### src/rtl/mpx_pkg.sv
// Shared types and helpers for the FM-stereo multiplex composer: FSM states,
// multiplier operand widths and the signed saturation helper.
package mpx_pkg;

  typedef enum logic [2:0] {
    StIdle,
    StMulP,
    StMulD,
    StSum,
    StMulF,
    StOut
  } state_e;

  function automatic int unsigned max2(input int unsigned a, input int unsigned b);
    return (a > b) ? a : b;
  endfunction

  // Width of the signed A operand (audio or carrier sample).
  function automatic int unsigned maw_f(input int unsigned dw, input int unsigned sw);
    return max2(dw, sw);
  endfunction

  // Width of the signed B operand: carrier sample or zero-extended gain.
  function automatic int unsigned mbw_f(input int unsigned sw, input int unsigned kpw,
                                        input int unsigned kfw);
    return max2(sw, max2(kpw + 1, kfw + 1));
  endfunction

  // Clamp x into the w-bit two's-complement range.
  function automatic logic signed [63:0] sat_fn(input logic signed [63:0] x,
                                                input int unsigned w);
    logic signed [63:0] hi;
    logic signed [63:0] lo;
    hi = (64'sd1 <<< (w - 1)) - 64'sd1;
    lo = -(64'sd1 <<< (w - 1));
    if (x > hi) return hi;
    if (x < lo) return lo;
    return x;
  endfunction

endpackage

### src/rtl/mpx_composer_seq_mult.sv
// Signed shift-add multiplier: one load cycle on start, then MBW shift-add cycles.
// ready is high during the final shift-add, so product is valid after that edge.
module seq_mult_sm #(
  parameter int unsigned MAW = 18,
  parameter int unsigned MBW = 9
) (
  input  logic                       clock,
  input  logic                       reset,
  input  logic                       start,
  input  logic signed [MAW-1:0]      a,
  input  logic        [MBW-1:0]      b,
  output logic                       ready,
  output logic signed [MAW+MBW-1:0]  product
);

  localparam int unsigned PW = MAW + MBW;
  localparam int unsigned CW = $clog2(MBW + 1);

  logic signed [PW-1:0] a_q;
  logic signed [PW-1:0] acc_q;
  logic        [MBW-1:0] b_q;
  logic        [CW-1:0]  cnt_q;
  logic                  last;

  assign last    = (cnt_q == CW'(1));
  assign ready   = last;
  assign product = acc_q;

  always_ff @(posedge clock) begin
    if (reset) begin
      a_q   <= '0;
      acc_q <= '0;
      b_q   <= '0;
      cnt_q <= '0;
    end else if (start) begin
      a_q   <= PW'(a);
      b_q   <= b;
      acc_q <= '0;
      cnt_q <= CW'(MBW);
    end else if (cnt_q != '0) begin
      // The B sign bit carries negative weight in two's complement.
      if (b_q[0]) acc_q <= last ? (acc_q - a_q) : (acc_q + a_q);
      a_q   <= a_q <<< 1;
      b_q   <= b_q >> 1;
      cnt_q <= cnt_q - CW'(1);
    end
  end

endmodule

### src/rtl/mpx_composer_seq.sv
// FM-stereo MPX composer: in_sum + Kp*sin19 + in_diff*sin38, saturated, scaled by Kf.
// Define MPX_ROUND_EN to round half-up on the L-R and final right shifts.
module mpx_composer_seq
  import mpx_pkg::*;
#(
  parameter int unsigned DW     = 18,
  parameter int unsigned SW     = 8,
  parameter int unsigned KPW    = 4,
  parameter int unsigned KFW    = 8,
  parameter int unsigned OW     = 24,
  parameter int unsigned PSHIFT = 2,
  parameter int unsigned RSHIFT = 8,
  parameter int unsigned FSHIFT = 5
) (
  input  logic                 clock,
  input  logic                 reset,
  input  logic                 clken,
  input  logic signed [DW-1:0] in_sum,
  input  logic signed [DW-1:0] in_diff,
  input  logic signed [SW-1:0] sin19,
  input  logic signed [SW-1:0] sin38,
  input  logic [KPW-1:0]       kp,
  input  logic [KFW-1:0]       kf,
  output logic signed [OW-1:0] fm_out,
  output logic                 fm_valid,
  output logic                 busy,
  output logic                 overrun,
  output logic                 sat
);

  localparam int unsigned MAW = maw_f(DW, SW);
  localparam int unsigned MBW = mbw_f(SW, KPW, KFW);
  localparam int unsigned PW  = MAW + MBW;
  localparam int unsigned WW  = PW + PSHIFT + 2;

  state_e state_q;
  logic   first_q, busy_q, overrun_q, fm_valid_q, sat_q, sat_s_q;
  logic signed [DW-1:0] sum_r, diff_r, s_q;
  logic signed [SW-1:0] s19_r, s38_r;
  logic [KPW-1:0]       kp_r;
  logic [KFW-1:0]       kf_r;
  logic signed [WW-1:0] pilot_q;
  logic signed [OW-1:0] fm_out_q;

  logic                  m_start, m_ready;
  logic signed [MAW-1:0] m_a;
  logic        [MBW-1:0] m_b;
  logic signed [PW-1:0]  m_p;

  logic signed [WW-1:0] prod_w, pilot_w, diff_w, s_w, o_w;
  logic signed [63:0]   s_sat, o_sat;
  logic                 s_clamp, o_clamp;

  seq_mult_sm #(
    .MAW(MAW),
    .MBW(MBW)
  ) u_mult (
    .clock  (clock),
    .reset  (reset),
    .start  (m_start),
    .a      (m_a),
    .b      (m_b),
    .ready  (m_ready),
    .product(m_p)
  );

  always_comb begin
    m_a     = '0;
    m_b     = '0;
    m_start = first_q && (state_q inside {StMulP, StMulD, StMulF});
    unique case (state_q)
      StMulP:  begin m_a = MAW'(s19_r);  m_b = MBW'({1'b0, kp_r}); end
      StMulD:  begin m_a = MAW'(diff_r); m_b = MBW'(s38_r);        end
      StMulF:  begin m_a = MAW'(s_q);    m_b = MBW'({1'b0, kf_r}); end
      default: ;
    endcase
  end

  // The held product is consumed in the first cycle of the following state.
  always_comb begin
    prod_w  = WW'(m_p);
    pilot_w = prod_w <<< PSHIFT;
`ifdef MPX_ROUND_EN
    diff_w  = (prod_w + (WW'(1) <<< (RSHIFT - 1))) >>> RSHIFT;
    o_w     = (prod_w + (WW'(1) <<< (FSHIFT - 1))) >>> FSHIFT;
`else
    diff_w  = prod_w >>> RSHIFT;
    o_w     = prod_w >>> FSHIFT;
`endif
    s_w     = WW'(sum_r) + pilot_q + diff_w;
    s_sat   = sat_fn(64'(s_w), DW);
    s_clamp = (s_sat != 64'(s_w));
    o_sat   = sat_fn(64'(o_w), OW);
    o_clamp = (o_sat != 64'(o_w));
  end

  always_ff @(posedge clock) begin
    if (reset) begin
      state_q    <= StIdle;
      first_q    <= 1'b0;
      busy_q     <= 1'b0;
      overrun_q  <= 1'b0;
      fm_valid_q <= 1'b0;
      sat_q      <= 1'b0;
      sat_s_q    <= 1'b0;
      sum_r      <= '0;
      diff_r     <= '0;
      s19_r      <= '0;
      s38_r      <= '0;
      kp_r       <= '0;
      kf_r       <= '0;
      s_q        <= '0;
      pilot_q    <= '0;
      fm_out_q   <= '0;
    end else begin
      fm_valid_q <= 1'b0;
      sat_q      <= 1'b0;
      overrun_q  <= clken && busy_q;
      unique case (state_q)
        // busy_q in StIdle marks a freshly latched sample awaiting launch.
        StIdle: begin
          if (busy_q) begin
            state_q <= StMulP;
            first_q <= 1'b1;
          end else if (clken) begin
            sum_r  <= in_sum;
            diff_r <= in_diff;
            s19_r  <= sin19;
            s38_r  <= sin38;
            kp_r   <= kp;
            kf_r   <= kf;
            busy_q <= 1'b1;
          end
        end
        StMulP: begin
          first_q <= 1'b0;
          if (!first_q && m_ready) begin
            state_q <= StMulD;
            first_q <= 1'b1;
          end
        end
        StMulD: begin
          first_q <= 1'b0;
          if (first_q) pilot_q <= pilot_w;
          if (!first_q && m_ready) state_q <= StSum;
        end
        StSum: begin
          s_q     <= DW'(s_sat);
          sat_s_q <= s_clamp;
          state_q <= StMulF;
          first_q <= 1'b1;
        end
        StMulF: begin
          first_q <= 1'b0;
          if (!first_q && m_ready) state_q <= StOut;
        end
        StOut: begin
          fm_out_q   <= OW'(o_sat);
          fm_valid_q <= 1'b1;
          sat_q      <= sat_s_q | o_clamp;
          busy_q     <= 1'b0;
          state_q    <= StIdle;
        end
        default: state_q <= StIdle;
      endcase
    end
  end

  assign fm_out   = fm_out_q;
  assign fm_valid = fm_valid_q;
  assign busy     = busy_q;
  assign overrun  = overrun_q;
  assign sat      = sat_q;

endmodule
### config.mk
export PLATFORM = sky130hd
export DESIGN_NAME = mpx_composer_seq
export DESIGN_NICKNAME = d
export VERILOG_FILES = /design/src/rtl/mpx_pkg.sv /design/src/rtl/mpx_composer_seq_mult.sv /design/src/rtl/mpx_composer_seq.sv
export SDC_FILE = /design/constraint.sdc
export NUM_CORES = 1
export LEC_CHECK = 0
export BUFFER_PORTS_ARGS = -buffer_cell sky130_fd_sc_hd__clkbuf_2
export CORE_MARGIN = 2
export CORE_UTILIZATION = 55
export DETAILED_ROUTE_END_ITERATION = 12
export PLACE_DENSITY_LB_ADDON = 0.08
export SLEW_MARGIN = 20
export SYNTH_ARGS = -nofsm -noshare
export SYNTH_HDL_FRONTEND = slang
export SYNTH_SLANG_ARGS = --single-unit
### constraint.sdc
create_clock -name clock -period 5.35 [get_ports clock]
set_input_delay 1.3375 -clock clock [delete_from_list [all_inputs] [get_ports clock]]
set_output_delay 1.3375 -clock clock [all_outputs]
set_load 0.005 [all_outputs]
* Yosys cells after proc, flatten, opt, wreduce, memory -nomap -nowiden
Index checks and enable logic that the tools add are counted. Widths: inputs -> output; s select.
Cells by class: add/sub/neg operators 5, bitwise gates (word level) 3, mux-type cells 35, $lt $le $gt $ge 4, eq/ne operators 12, reduce and logical (&&, ||, !) cells 18
Operator list (number):
- $mux 64 | 8
- $mux 27 | 3
- $ne 64x22->1 | 1
- $ne 64x31->1 | 1
- $pmux 18 s3 | 1
- $add 30x19->31 | 1
- $gt 31x18->1 const B | 1
- $lt 31x18->1 const B | 1
- $add 18x29->30 | 1
- $add 27x27->27 | 1
- $pmux 9 s3 | 1
- $sub 27x27->27 | 1
- $gt 22x24->1 const B | 1
- $lt 22x24->1 const B | 1
- $mux 9 | 2
- $pmux 3 s5 | 1
- $mux 3 | 4
- $mux 1 | 11
- $mux 4 | 2
- $reduce_bool 4->1 | 2
- $eq 3x2->1 const B | 2
- $eq 3x3->1 const B | 2
- $ne 2x1->1 const B | 3
- $reduce_and 2->1 | 3
- other kinds (16) | 22
Storage, ports and cells: logic and storage cells 98, input port bits 67, output and inout port bits 28, register bits after elaboration 209

* Longest topological paths before layout
Gate-level depths: netlist (run 1).
word-level depth 8, mapped depth 18, gate-level depth less buffers 17

* By module
Synthesis (run 1) repeated with hierarchy kept, for this count alone.
Unflattened totals: cell total of the unflattened synthesis 1593, area total of the unflattened synthesis 12361.9 um^2
Modules (own cells, without submodules):
- mpx_composer_seq | seq. area each 2822.7 um^2, area each 7781.2 um^2, cells an instance 999, instances 1
- seq_mult_sm | seq. area each 1341.3 um^2, area each 4580.6 um^2, cells an instance 594, instances 1

* Worst setup path before layout (run 1)
OpenSTA, ideal clock, no wires.
path type register to register, start point register sum_r[17], end point register s_q[17], stages on the path, launching flop included 15, required time 5.233 ns, clock period less this slack 4.377 ns, data arrival time 4.260 ns, library setup time 0.117 ns, setup slack 0.973 ns, path buffers 2, path through dfxtp_1 fa_1 ha_1 clkbuf_1 a21oi_1 o21ai_0 mux2_2 a311o_1 nor3b_1 nand4b_1 ha_1 clkbuf_1 nor2_1 nor2_1 a32o_1
Between the ends: longest elaborated chain between the ends 7, elaborated cells between the ends (all ways) 10, those cells by class 2 x add/sub; 2 x order compare; 6 x mux
RTL lines:
- start: declaration | line mpx_composer_seq.sv:38 | logic signed [DW-1:0] sum_r, diff_r, s_q;
- start signal: assignment | line mpx_composer_seq.sv:126 | sum_r <= in_sum;
- $add 18x29->30 (*) | line mpx_composer_seq.sv:90 | s_w = WW'(sum_r) + pilot_q + diff_w;
- $add 30x19->31 (*) | line mpx_composer_seq.sv:90
- $lt 31x18->1 | line mpx_pkg.sv:37 | if (x < lo) return lo;
- $mux 1 (2 in series) | line mpx_pkg.sv:37
- $mux 64 | line mpx_pkg.sv:38 | return x;
- $mux 64 (*) | line mpx_pkg.sv:37
- end signal: assignment | line mpx_composer_seq.sv:148 | s_q <= DW'(s_sat);
- end: declaration | line mpx_composer_seq.sv:38
Mark *: on every way between the ends. The rest lies on a longest branch, timed or not. The select of a mux whose other input is x is not followed. A chain may end at the register's enable or synchronous reset.

* Final worst setup path (run 1)
start point register u_mult.acc_q[26], in the netlist u_mult.product[26], end point register s_q[8]
Between the ends: longest elaborated chain between the ends 6, elaborated cells between the ends (all ways) 9, those cells by class 1 x add/sub; 2 x order compare; 6 x mux
RTL lines:
- start: declaration | line mpx_composer_seq_mult.sv:20 | logic signed [PW-1:0] acc_q;
- start signal: assignment | line mpx_composer_seq_mult.sv:42 | if (b_q[0]) acc_q <= last ? (acc_q - a_q) : (acc_q + a_q);
- $add 30x19->31 (*) | line mpx_composer_seq.sv:90
- $lt 31x18->1 | line mpx_pkg.sv:37
- $mux 1 (2 in series) | line mpx_pkg.sv:37
- $mux 64 | line mpx_pkg.sv:38
- $mux 64 (*) | line mpx_pkg.sv:37
Marked as above.

==> summary.md, run 1 <==
| Metric | Value |
|---|---|
| Outcome | `complete, no violations` |
| Setup ws final | `0.4936 ns` |
| Synth Instances | `1,581` |
| Post-Syn Nets | `1,738` |
| CTS tree | `done` |
| Layout cells sized above 1 | `12.33%` |
| Asr flop ratio synth | `0%` |
| Tmin final | `4.856 ns` |
| Pre-CTS WS | `0.5545 ns` |
| Final WL | `34,860 um` |
| CTS Hold Bufs | `0` |
| Nets@finish | `1,787` |
| Ys Warns | `0` |
| Max_cap viols | `0` |
| Overall Power | `6.851 mW` |
| Vias in the first global route | `10.75k` |
| DR iter-0 viols | `911` |
| Critical hold path startpoint | `fm_out[14]` |
| Htree depth | `1` |
| Seq cells post-synth | `208` |
| Core ar. | `0.02196 sq mm` |
| Mux cell area share after synthesis | `0.6668%` |
| Final ANT Viol Nets | `0` |
| Final setup violation count | `0` |
| Setup crit end kind | `register` |
| Met1 usage in global routing | `41.14%` |
| Post-Syn Area | `0.01238 sq mm` |
| Remaining Overflow, GRT | `0` |
| Hold Path Class | `reg -> reg` |
| CP Launch Type | `register` |
| Hold Slack | `0.4506 ns` |
| PostCTS Resize Cnt | `0` |
| Filler cell count | `2,030` |
| Vias | `11.47k` |
| DPL Wire Length | `25,610 um` |
| GR Util met2 | `47.83%` |
| Die Span X | `154.1 um` |
| Chip height | `154.1 um` |
| IO Pins | `95` |
| Slew Viols, Final | `0` |
| Post-synthesis xor/xnor area fraction | `4.385%` |
| Pwr Density | `495.1 mW/mm^2` |
| Largest family of logic cells by synthesized area | `simple AND/OR/NAND/NOR gates` |
| Antenna Cells | `0` |
| Top_reg_cell synth | `dfxtp_1` |
| GR Util All Layers | `29.38%` |
| FF+latch area | `0.004164 sq mm` |
| Max FO, Critical Path | `19` |
| Largest net degree at the start of global routing | `74` |
| Max VDD drop | `365.3 uV` |
| Setup crit start | `u_mult.product[26]` |
| Worst Path Arrival | `5.33 ns` |
| Fin crit share | `90.77%` |
| Clock root buffer | `clkbuf_16` |
| First-pass GRT wire length | `56,460 um` |
| Setup Fix Bufs, Post-CTS | `0` |
| RSZ-0062 raised after global routing | `no` |
| Critical path type | `reg -> reg` |
| GRT Max-Usage Layer | `met2` |
| Inserted Clock Buffers | `23` |
| DRC | `0` |
| Seq/Total Area, Yosys | `33.62%` |
| Count of cell types in the netlist | `83` |
| Grt met3 use | `3.269%` |
| Lkg Pwr | `5.588 nW` |
| Global placement routability congestion | `0.9181` |
| DR pass1 iterations | `7` |
| Area of the multi-input gates | `0.007754 sq mm` |
| Compound-Gate Fraction of Synth Area | `22.60%` |
| EDFF count, synth | `0` |
| Initial antenna violation count | `0` |
| Hold Fails Final Rpt | `0` |
| Clk buf depth | `3` |
| Die ar. | `0.02373 sq mm` |
| Worst-Margin Slew | `0.9771 ns` |
| Synth Area per Inst | `7.833 sq um` |
| Fin Setup TNS | `0 ns` |
| Number of port buffers | `94` |
| Clock Latency Late Sink | `0.53 ns` |
| Top post-synthesis cells by area | `dfxtp_1 (34%), nand2_1 (11%), a21oi_1 (8.0%)` |
| CTS clk-pin slew, worst paths | `0.06 ns` |
| Worst rel slew slack | `34.62%` |
| Skew final | `0.01480 ns` |
| Initial Util | `56.40%` |
| Fmax | `205.9 MHz` |
| Leading area contributor after synthesis | `dfxtp_1` |
| Simple-Gate Fraction of Synth Area | `23.94%` |
| Clock sink total | `208` |
| Area Overhead vs Synth | `11.72%` |
| Critical R2R Launch | `u_mult.product[26]` |
| Post-Synth Adder-Cell Area | `10.85%` |
| Num rows | `54` |
| Worst Path Required | `5.82 ns` |
| DR WL/cell | `18.09 um` |
| Synth top area share | `33.62%` |
| Vias per inst | `5.950` |
-- area by class of cell --
| class | count | area share, % |
|---|---|---|
| clock buffer | 34 | 4.603 |
| clock inverter | 8 | 1.031 |
| inverter | 22 | 0.5969 |
| multi-input combinational | 1250 | 56.04 |
| sequential | 208 | 30.10 |
| tap | 280 | 2.532 |
| timing repair buffer | 125 | 5.100 |
-- worst max-delay path, cell delays in order (launching register included) --
cell      delay, ns
dfxtp_1        0.71
fa_1           0.53
ha_1           0.53
nand2_1        0.08
o21ai_0        0.51
mux2_2         0.40
a311o_1        0.32
nor3b_1        0.47
nand4b_1       0.18
ha_1           0.48
or3_1          0.45
a21oi_2        0.13
-- report_power, final --
part	total, mW	leakage, nW	switching [mW]	internal, mW
Combinational	3.32	3.53	2.00	1.32
Sequential	1.89	1.69	0.187	1.70
Clock	1.64	0.370	0.659	0.981
Total	6.85	5.59	2.84	4.01
-- worst paths after layout --
check        cells past startpoint  slack, ns          to
min reg2reg                      2       0.45  fm_out[14]
min                              2       0.45  fm_out[14]
max reg2reg                     11       0.49      s_q[8]
max                             11       0.49      s_q[8]
-- Yosys cell counts (4+ instances only) --
cell type  instances
or4_1              6
or3_1              5
o21ai_0           51
and4_1             8
nand3_1           31
xnor2_1           44
a31oi_1           22
nor2_1            86
o21bai_1           4
nor2b_1            9
buf_2              5
a211oi_1          26
nand2b_1          25
xor2_1            18
fa_1              29
or2_2              8
nand2_1          363
nand3b_1           4
nor4_1            12
and3_1            18
dfxtp_1          208
buf_1              7
o211ai_1          14
a21oi_2           13
a311oi_1          17
nor3_1            27
a22oi_1           26
a21oi_1          197
and2_1            11
inv_1             22
a21o_1            21
nand4_1           11
ha_1              61
clkbuf_1          86
o21a_1             6
o31ai_1            6
mux2i_1            6
-- sequential cells by signal, indices dropped and copies added, names as in the netlist, 3 cells and up --
name	flops
u_mult.a_q	27
kf_r	8
s19_r	8
pilot_q	27
u_mult.b_q	9
kp_r	4
fm_out	23
s38_r	8
u_mult.cnt_q	4
s_q	18
u_mult.product	27
state_q	3
diff_r	18
sum_r	18
-- per-layer routing --
metal	wire length, um	vias up
li1	-	5681
met1	15860	5380
met2	16140	345
met3	1768	60
met4	1092	0
met5	0	-
-- per-stage QoR --
| step | util (%) | area [sq um] | cells |
|---|---|---|---|
| 4_1_cts | 63.00 | 13830 | 1927 |
| 2_1_floorplan | - | 12380 | 1581 |
| 6_report | 63.01 | 13840 | 1927 |
| 5_1_grt | 63.01 | 13840 | 1927 |
| 3_5_place_dp | 59.45 | 13050 | 1885 |
| 3_3_place_gp | 59.45 | 13050 | 1885 |
-- cells by family after synthesis --
| kind of cell | Yosys count |
|---|---|
| AOI/OAI and AO/OA | 442 |
| xor gates and xnor gates | 62 |
| adders and majority gates | 90 |
| buffers and inverters | 123 |
| DFF | 208 |
| muxes | 8 |
| and+or+nand+nor | 648 |
-- cell usage in the layout, fill, tap and decap left out, types with 23 or more instances in the layout --
cell       instances
fa_1              29
xnor2_1           44
o21ai_0           50
nand3_1           31
dfxtp_1          208
a211oi_1          26
nor2_1            86
a22oi_1           26
ha_1              61
buf_4             32
nor3_1            27
a21oi_1          197
clkbuf_2          93
clkbuf_16         23
nand2_1          363
nand2b_1          25
(Power assumes the default switching activity.)
==> run 2, diff against run 1 <==
MAX_ROUTING_LAYER = met4   (was not set)
==> run 2 against run 1 <==
Global-route usage is 1.1 points higher. Combinational power hardly changed. Count of clock-buffer cells in the layout increased by 2. Register-to-register slack about the same. Utilization fell by 0.10 points. Power decreased by 1.2%. Hold slack hardly changed. Critical path type unchanged. Critical endpoint unchanged. Highest routed layer unchanged.
==> summary.md, run 2 (synthesis gave the netlist of run 1 again) <==
| Metric | Value |
|---|---|
| Largest net degree at the start of global routing | `74 (unchanged)` |
| CP Launch Type | `register` |
| Hold Slack | `0.4503 ns (-0.0002700 ns)` |
| Core Util, Final | `62.91% (-0.10 points)` |
| FF-to-FF setup slack | `0.48 ns (about the same)` |
| Commonest cells after routing, fill and taps aside | `nand2_1 (363), dfxtp_1 (208), a21oi_1 (197)` |
| Worst-Margin Slew | `1.021 ns (+0.04418 ns)` |
| R2r worst-path depth | `14 (+3)` |
| Remaining Overflow, GRT | `0 (unchanged)` |
| Area of the multi-input gates | `0.007755 sq mm (about the same)` |
| Worst Path Arrival | `5.34 ns (about the same)` |
| Tmin final | `4.867 ns (+0.01100 ns)` |
| Chip height | `154.1 um (unchanged)` |
| Worst Path Required | `5.82 ns (about the same)` |
| Vias per inst | `5.972 (+0.38%)` |
| Core ar. | `0.02196 sq mm (unchanged)` |
| Hold Fails Final Rpt | `0 (unchanged)` |
| Inserted Clock Buffers | `24 (+4.3%)` |
| First-pass GRT wire length | `56,900 um (+0.77%)` |
| Htree depth | `1 (unchanged)` |
| Fmax | `205.4 MHz (-0.23%)` |
| DR pass1 iterations | `6 (-1)` |
| Num rows | `54 (unchanged)` |
| Critical R2R Launch | `u_mult.product[26]` |
| Number of port buffers | `94 (unchanged)` |
| Die ar. | `0.02373 sq mm (unchanged)` |
| DR WL/cell | `18.34 um (+1.4%)` |
| Vias | `11.51k (+0.38%)` |
| Vias in the first global route | `10.74k (-0.037%)` |
| Max VDD drop | `373.5 uV (+2.2%)` |
| Initial Util | `56.40% (unchanged)` |
| Setup crit end | `s_q[8]` |
| Setup crit end kind | `register` |
| CTS clk-pin slew, worst paths | `0.06 ns (about the same)` |
| FF+latch area | `0.004164 sq mm (unchanged)` |
| Fin crit share | `90.98% (+0.21 points)` |
| Final WL | `35,340 um (+1.4%)` |
| Layout cells sized above 1 | `12.51% (+0.18 points)` |
| GR Util All Layers | `30.43% (+1.1 points)` |
| Clock root buffer | `clkbuf_16` |
| Max_cap viols | `0 (unchanged)` |
| Clock sink total | `208 (unchanged)` |
| Setup Fix Bufs, Post-CTS | `0 (unchanged)` |
| Max FO, Critical Path | `19 (unchanged)` |
| IO Pins | `95 (unchanged)` |
| DPL Wire Length | `26,010 um (+1.6%)` |
| DR iter-0 viols | `933 (+2.4%)` |
| Global placement routability congestion | `0.9465 (+3.1%)` |
| Slew Viols, Final | `0 (unchanged)` |
| CTS Hold Bufs | `0 (unchanged)` |
| Die Span X | `154.1 um (unchanged)` |
| RSZ-0062 raised after global routing | `no` |
| DRC | `0 (unchanged)` |
| Clock Latency Late Sink | `0.53 ns (about the same)` |
| Most common cell after layout, fill and taps aside | `nand2_1` |
| Nets@finish | `1,788 (+0.056%)` |
| Hold Path Class | `reg -> reg` |
| Critical path type | `reg -> reg` |
| Lkg Pwr | `5.581 nW (-0.12%)` |
| Pwr Density | `489.9 mW/mm^2 (-1.1%)` |
| Clk buf depth | `3 (unchanged)` |
| Setup crit start | `u_mult.product[26]` |
| Skew final | `0.02543 ns (+0.01063 ns)` |
| Worst rel slew slack | `31.66% (-3.0 points)` |
| Reg2reg end | `s_q[8]` |
| Outcome | `complete, no violations` |
| Final setup violation count | `0 (unchanged)` |
| Filler cell count | `1,967 (-3.1%)` |
| PostCTS Resize Cnt | `0 (unchanged)` |
| Fin Setup TNS | `0 ns (unchanged)` |
| Initial antenna violation count | `0 (unchanged)` |
| Antenna Cells | `0 (unchanged)` |
| Final ANT Viol Nets | `0 (unchanged)` |
| Area Overhead vs Synth | `11.54%` |
| CTS tree | `done` |
-- run 2: cell types whose count changed in the layout (fill, tap and decap cells not counted), sizes merged --
cell,previous run,this run
clkbuf,127,129
inv,24,22
bufinv,3,0
clkinv,1,4
-- run 2: worst min path at each step --
stage	end	slack, ns	depth (start not counted)	from
after floorplan	kf_r[4]	0.44	2	kf_r[4]
after global placement	fm_out[19]	0.44	2	fm_out[19]
after detailed placement	fm_out[4]	0.45	2	fm_out[4]
after CTS	fm_out[4]	0.45	2	fm_out[4]
after global routing	fm_out[5]	0.47	2	fm_out[5]
final	fm_out[13]	0.45	2	fm_out[13]
-- run 2: stage by stage --
| stage | cell area [sq um] | setup WS, ns | instances | power, mW |
|---|---|---|---|---|
| floorplan | 12380 | 0.9727 | 1581 | 4.388 |
| global placement | 13050 | 0.6446 | 1885 | 5.147 |
| detailed placement | 13050 | 0.5545 | 1885 | 5.171 |
| CTS | 13810 | 0.5629 | 1927 | 6.724 |
| global route | 13810 | 0.1436 | 1927 | 7.216 |
| finish | 13810 | 0.4826 | 1927 | 6.767 |
-- run 2: critical path: stages (launching register included) --
cell,delay (ns)
dfxtp_1,0.64
buf_4,0.26
fa_1,0.42
ha_1,0.51
nand2_1,0.08
o21ai_0,0.71
nor3_1,0.11
a311oi_1,0.27
and4b_1,0.30
nand4_1,0.11
nor3_1,0.20
nand4b_1,0.13
ha_1,0.49
or3_1,0.46
a21oi_2,0.13
-- run 2: area by class of cell --
type / instances / share of cell area (%)
clock buffers: 36 / 5.036
clock inverters: 6 / 0.4348
inverters: 22 / 0.5978
multi-input cells: 1250 / 56.14
flip-flops and latches: 208 / 30.15
well taps: 280 / 2.536
repair buffers: 125 / 5.109
-- run 2: layer usage --
layer,vias to the layer above,part of all wire [%],track usage (%)
met5,-,0,-
met4,0,3.5,10.10
met3,71,4.9,3.016
met2,346,46,48.15
met1,5416,46,41.06
li1,5676,-,-
-- run 2: report_power, final --
| part | internal [mW] | switching (mW) |
|---|---|---|
| Combinational | 1.32 | 2.00 |
| Clock | 0.901 | 0.653 |
| Sequential | 1.70 | 0.190 |
==> run 3, diff against run 2 <==
RECOVER_POWER = 100   (was not set)
==> run 3 against run 2 <==
Sequential share of layout area increased by 0.099 points. Critical endpoint is now u_mult.product[25]. Clock power about the same. Worst setup slack got worse by 0.075 ns. First-iteration DRC count increased by 8.7%. The run now ends with capacitance limit, slew limit left. Die area unchanged. Combinational power about the same. Via count decreased by 0.13%. Hold slack about the same. Cell area decreased by 0.33%. Clock skew decreased by 0.00078 ns. Non-clock buffer count unchanged. Cell count unchanged.
==> summary.md, run 3 (synthesis gave the netlist of run 1 again) <==
| Metric | Value |
|---|---|
| Outcome | `finished, violations left` |
| Failing checks | `capacitance limit, slew limit` |
| DR WL/cell | `18.38 um (+0.19%)` |
| Final Cell Area | `0.01377 sq mm (-0.33%)` |
| Fin crit share | `92.39% (+1.4 points)` |
| DR pass1 iterations | `5 (-1)` |
| Area Overhead vs Synth | `11.17%` |
| RSZ-0062 raised after global routing | `no` |
| Tmin final | `4.943 ns (+0.07530 ns)` |
| Vias in the first global route | `10.74k (unchanged)` |
| Slew Viols, Final | `71 (+71)` |
| Clock power share | `23.0% (about the same)` |
| Commonest cells after routing, fill and taps aside | `nand2_1 (363), dfxtp_1 (208), a21oi_1 (201)` |
| Die Span X | `154.1 um (unchanged)` |
| Global placement routability congestion | `0.9465 (unchanged)` |
| Setup ws final | `0.4073 ns (-0.07530 ns)` |
| Clk buf depth | `3 (unchanged)` |
| Critical path type | `in -> reg` |
| Crit path cell chain | `clkbuf_1 -> inv_1 -> and2_1 -> and3_1 -> or3b_2` |
| Chip height | `154.1 um (unchanged)` |
| CTS Hold Bufs | `0 (unchanged)` |
| Max_cap viols | `2 (+2)` |
| P_int | `3.926 mW (about the same)` |
| CTS clk-pin slew, worst paths | `0.06 ns (about the same)` |
| PostCTS Resize Cnt | `0 (unchanged)` |
| Num rows | `54 (unchanged)` |
| Clock Latency Late Sink | `0.53 ns (about the same)` |
| DPL Wire Length | `26,010 um (unchanged)` |
| Fmax | `202.3 MHz (-1.5%)` |
| FF-to-FF setup slack | `0.46 ns (-0.02 ns)` |
| Vias per inst | `5.965 (-0.13%)` |
| GR Util All Layers | `30.43% (unchanged)` |
| DRC | `0 (unchanged)` |
| Skew final | `0.02465 ns (-0.0007813 ns)` |
| Comb power frac | `49.0% (about the same)` |
| Flop pwr share | `28.0% (about the same)` |
| Remaining Overflow, GRT | `0 (unchanged)` |
| Worst Path Arrival | `5.34 ns (about the same)` |
| Fin Setup TNS | `0 ns (unchanged)` |
| Switching share of total power | `42.00% (about the same)` |
| R2r worst-path depth | `14 (unchanged)` |
| Clock root buffer | `clkbuf_16` |
| Largest net degree at the start of global routing | `74 (unchanged)` |
| Final ANT Viol Nets | `0 (unchanged)` |
| Inserted Clock Buffers | `24 (unchanged)` |
| Slowest CP cell | `clkbuf_1` |
| Pre-CTS WS | `0.5545 ns (unchanged)` |
| First-pass GRT wire length | `56,900 um (unchanged)` |
| Clock sink total | `208 (unchanged)` |
| Setup crit end kind | `register` |
| Final setup violation count | `0 (unchanged)` |
| Die ar. | `0.02373 sq mm (unchanged)` |
| DR iter-0 viols | `1,014 (+8.7%)` |
| Hold Path Class | `reg -> reg` |
| Worst rel slew slack | `-110.3% (-140 points)` |
| Most common cell after layout, fill and taps aside | `nand2_1` |
| CP Launch Type | `primary input` |
| Initial antenna violation count | `0 (unchanged)` |
| Max incr delay on CP | `2.17 ns (+1.46 ns)` |
| Vias | `11.49k (-0.13%)` |
| Lkg Pwr | `5.526 nW (-0.98%)` |
| Final WL | `35,410 um (+0.19%)` |
| Core ar. | `0.02196 sq mm (unchanged)` |
| Max FO, Critical Path | `70 (+51)` |
| Antenna Cells | `0 (unchanged)` |
| Number of port buffers | `94 (unchanged)` |
| Nets@finish | `1,788 (unchanged)` |
| Setup Fix Bufs, Post-CTS | `0 (unchanged)` |
| IO Pins | `95 (unchanged)` |
| Layout cells sized above 1 | `11.29% (-1.2 points)` |
| Initial Util | `56.40% (unchanged)` |
| Pwr Density | `491.6 mW/mm^2 (+0.35%)` |
| Max VDD drop | `373.7 uV (about the same)` |
| Worst hold path depth | `2 (unchanged)` |
| Switching power | `2.843 mW (about the same)` |
| Hold Fails Final Rpt | `0 (unchanged)` |
| Htree depth | `1 (unchanged)` |
| Worst-Margin Slew | `3.155 ns (+2.134 ns)` |
| Worst Path Required | `5.74 ns (-0.08 ns)` |
| CTS tree | `done` |
| Placed Instance Area | `0.01305 sq mm (unchanged)` |
-- run 3: cell count changes in the layout (fill, tap and decap cells not counted), sizes merged --
cell    before  now
buf         32   28
clkbuf     129  133
-- run 3: per-layer routing --
metal  global-route usage, %  vias up  routed length [um]  part of all wire [%]
li1                        -     5676                   -                     -
met1                   41.06     5387               16310                    46
met2                   48.15      360               16060                    45
met3                   3.016       71                1791                   5.1
met4                   10.10        0                1250                   3.5
met5                       -        -                   0                     0
-- run 3: worst paths after layout --
| kind | start | endpoint |
|---|---|---|
| worst max-delay path | reset | u_mult.product[25] |
| worst min-delay path | fm_out[13] | fm_out[13] |
| worst max register to register | u_mult.product[26] | s_q[8] |
| worst min register to register | fm_out[13] | fm_out[13] |
-- run 3: through the flow --
| stage | hold WS, ns | utilization, % | instances | power (mW) |
|---|---|---|---|---|
| final | 0.4504 | 62.70 | 1927 | 6.769 |
| after global routing | 0.4676 | 62.70 | 1927 | 7.213 |
| after CTS | 0.4538 | 62.89 | 1927 | 6.724 |
| after detailed placement | 0.4463 | 59.45 | 1885 | 5.171 |
| after global placement | 0.4410 | 59.45 | 1885 | 5.147 |
| after floorplan | 0.4360 | - | 1581 | 4.388 |
-- run 3: power groups by stage --
stage	combinational (mW)	sequential (mW)	clock, mW
6_report	3.32	1.89	1.56
5_1_grt	3.67	1.91	1.63
4_1_cts	3.27	1.89	1.57
3_5_place_dp	3.25	1.92	0
3_3_place_gp	3.23	1.92	0
2_1_floorplan	2.54	1.85	0
-- run 3: worst max-delay path: cells and delay by family --
kind	cells	cell delay, ns
buffers and inverters	2	2.79
AND/OR/NAND/NOR	3	1.19
-- run 3: layout make-up --
class | instances | area, sq um
clock buffer | 36 | 695.7
clock inverter | 6 | 60.06
fill | 1990 | 8190
inverter | 22 | 82.58
multi-input combinational | 1250 | 7740
sequential | 208 | 4164
tap | 280 | 350.3
timing repair buffer | 125 | 675.6
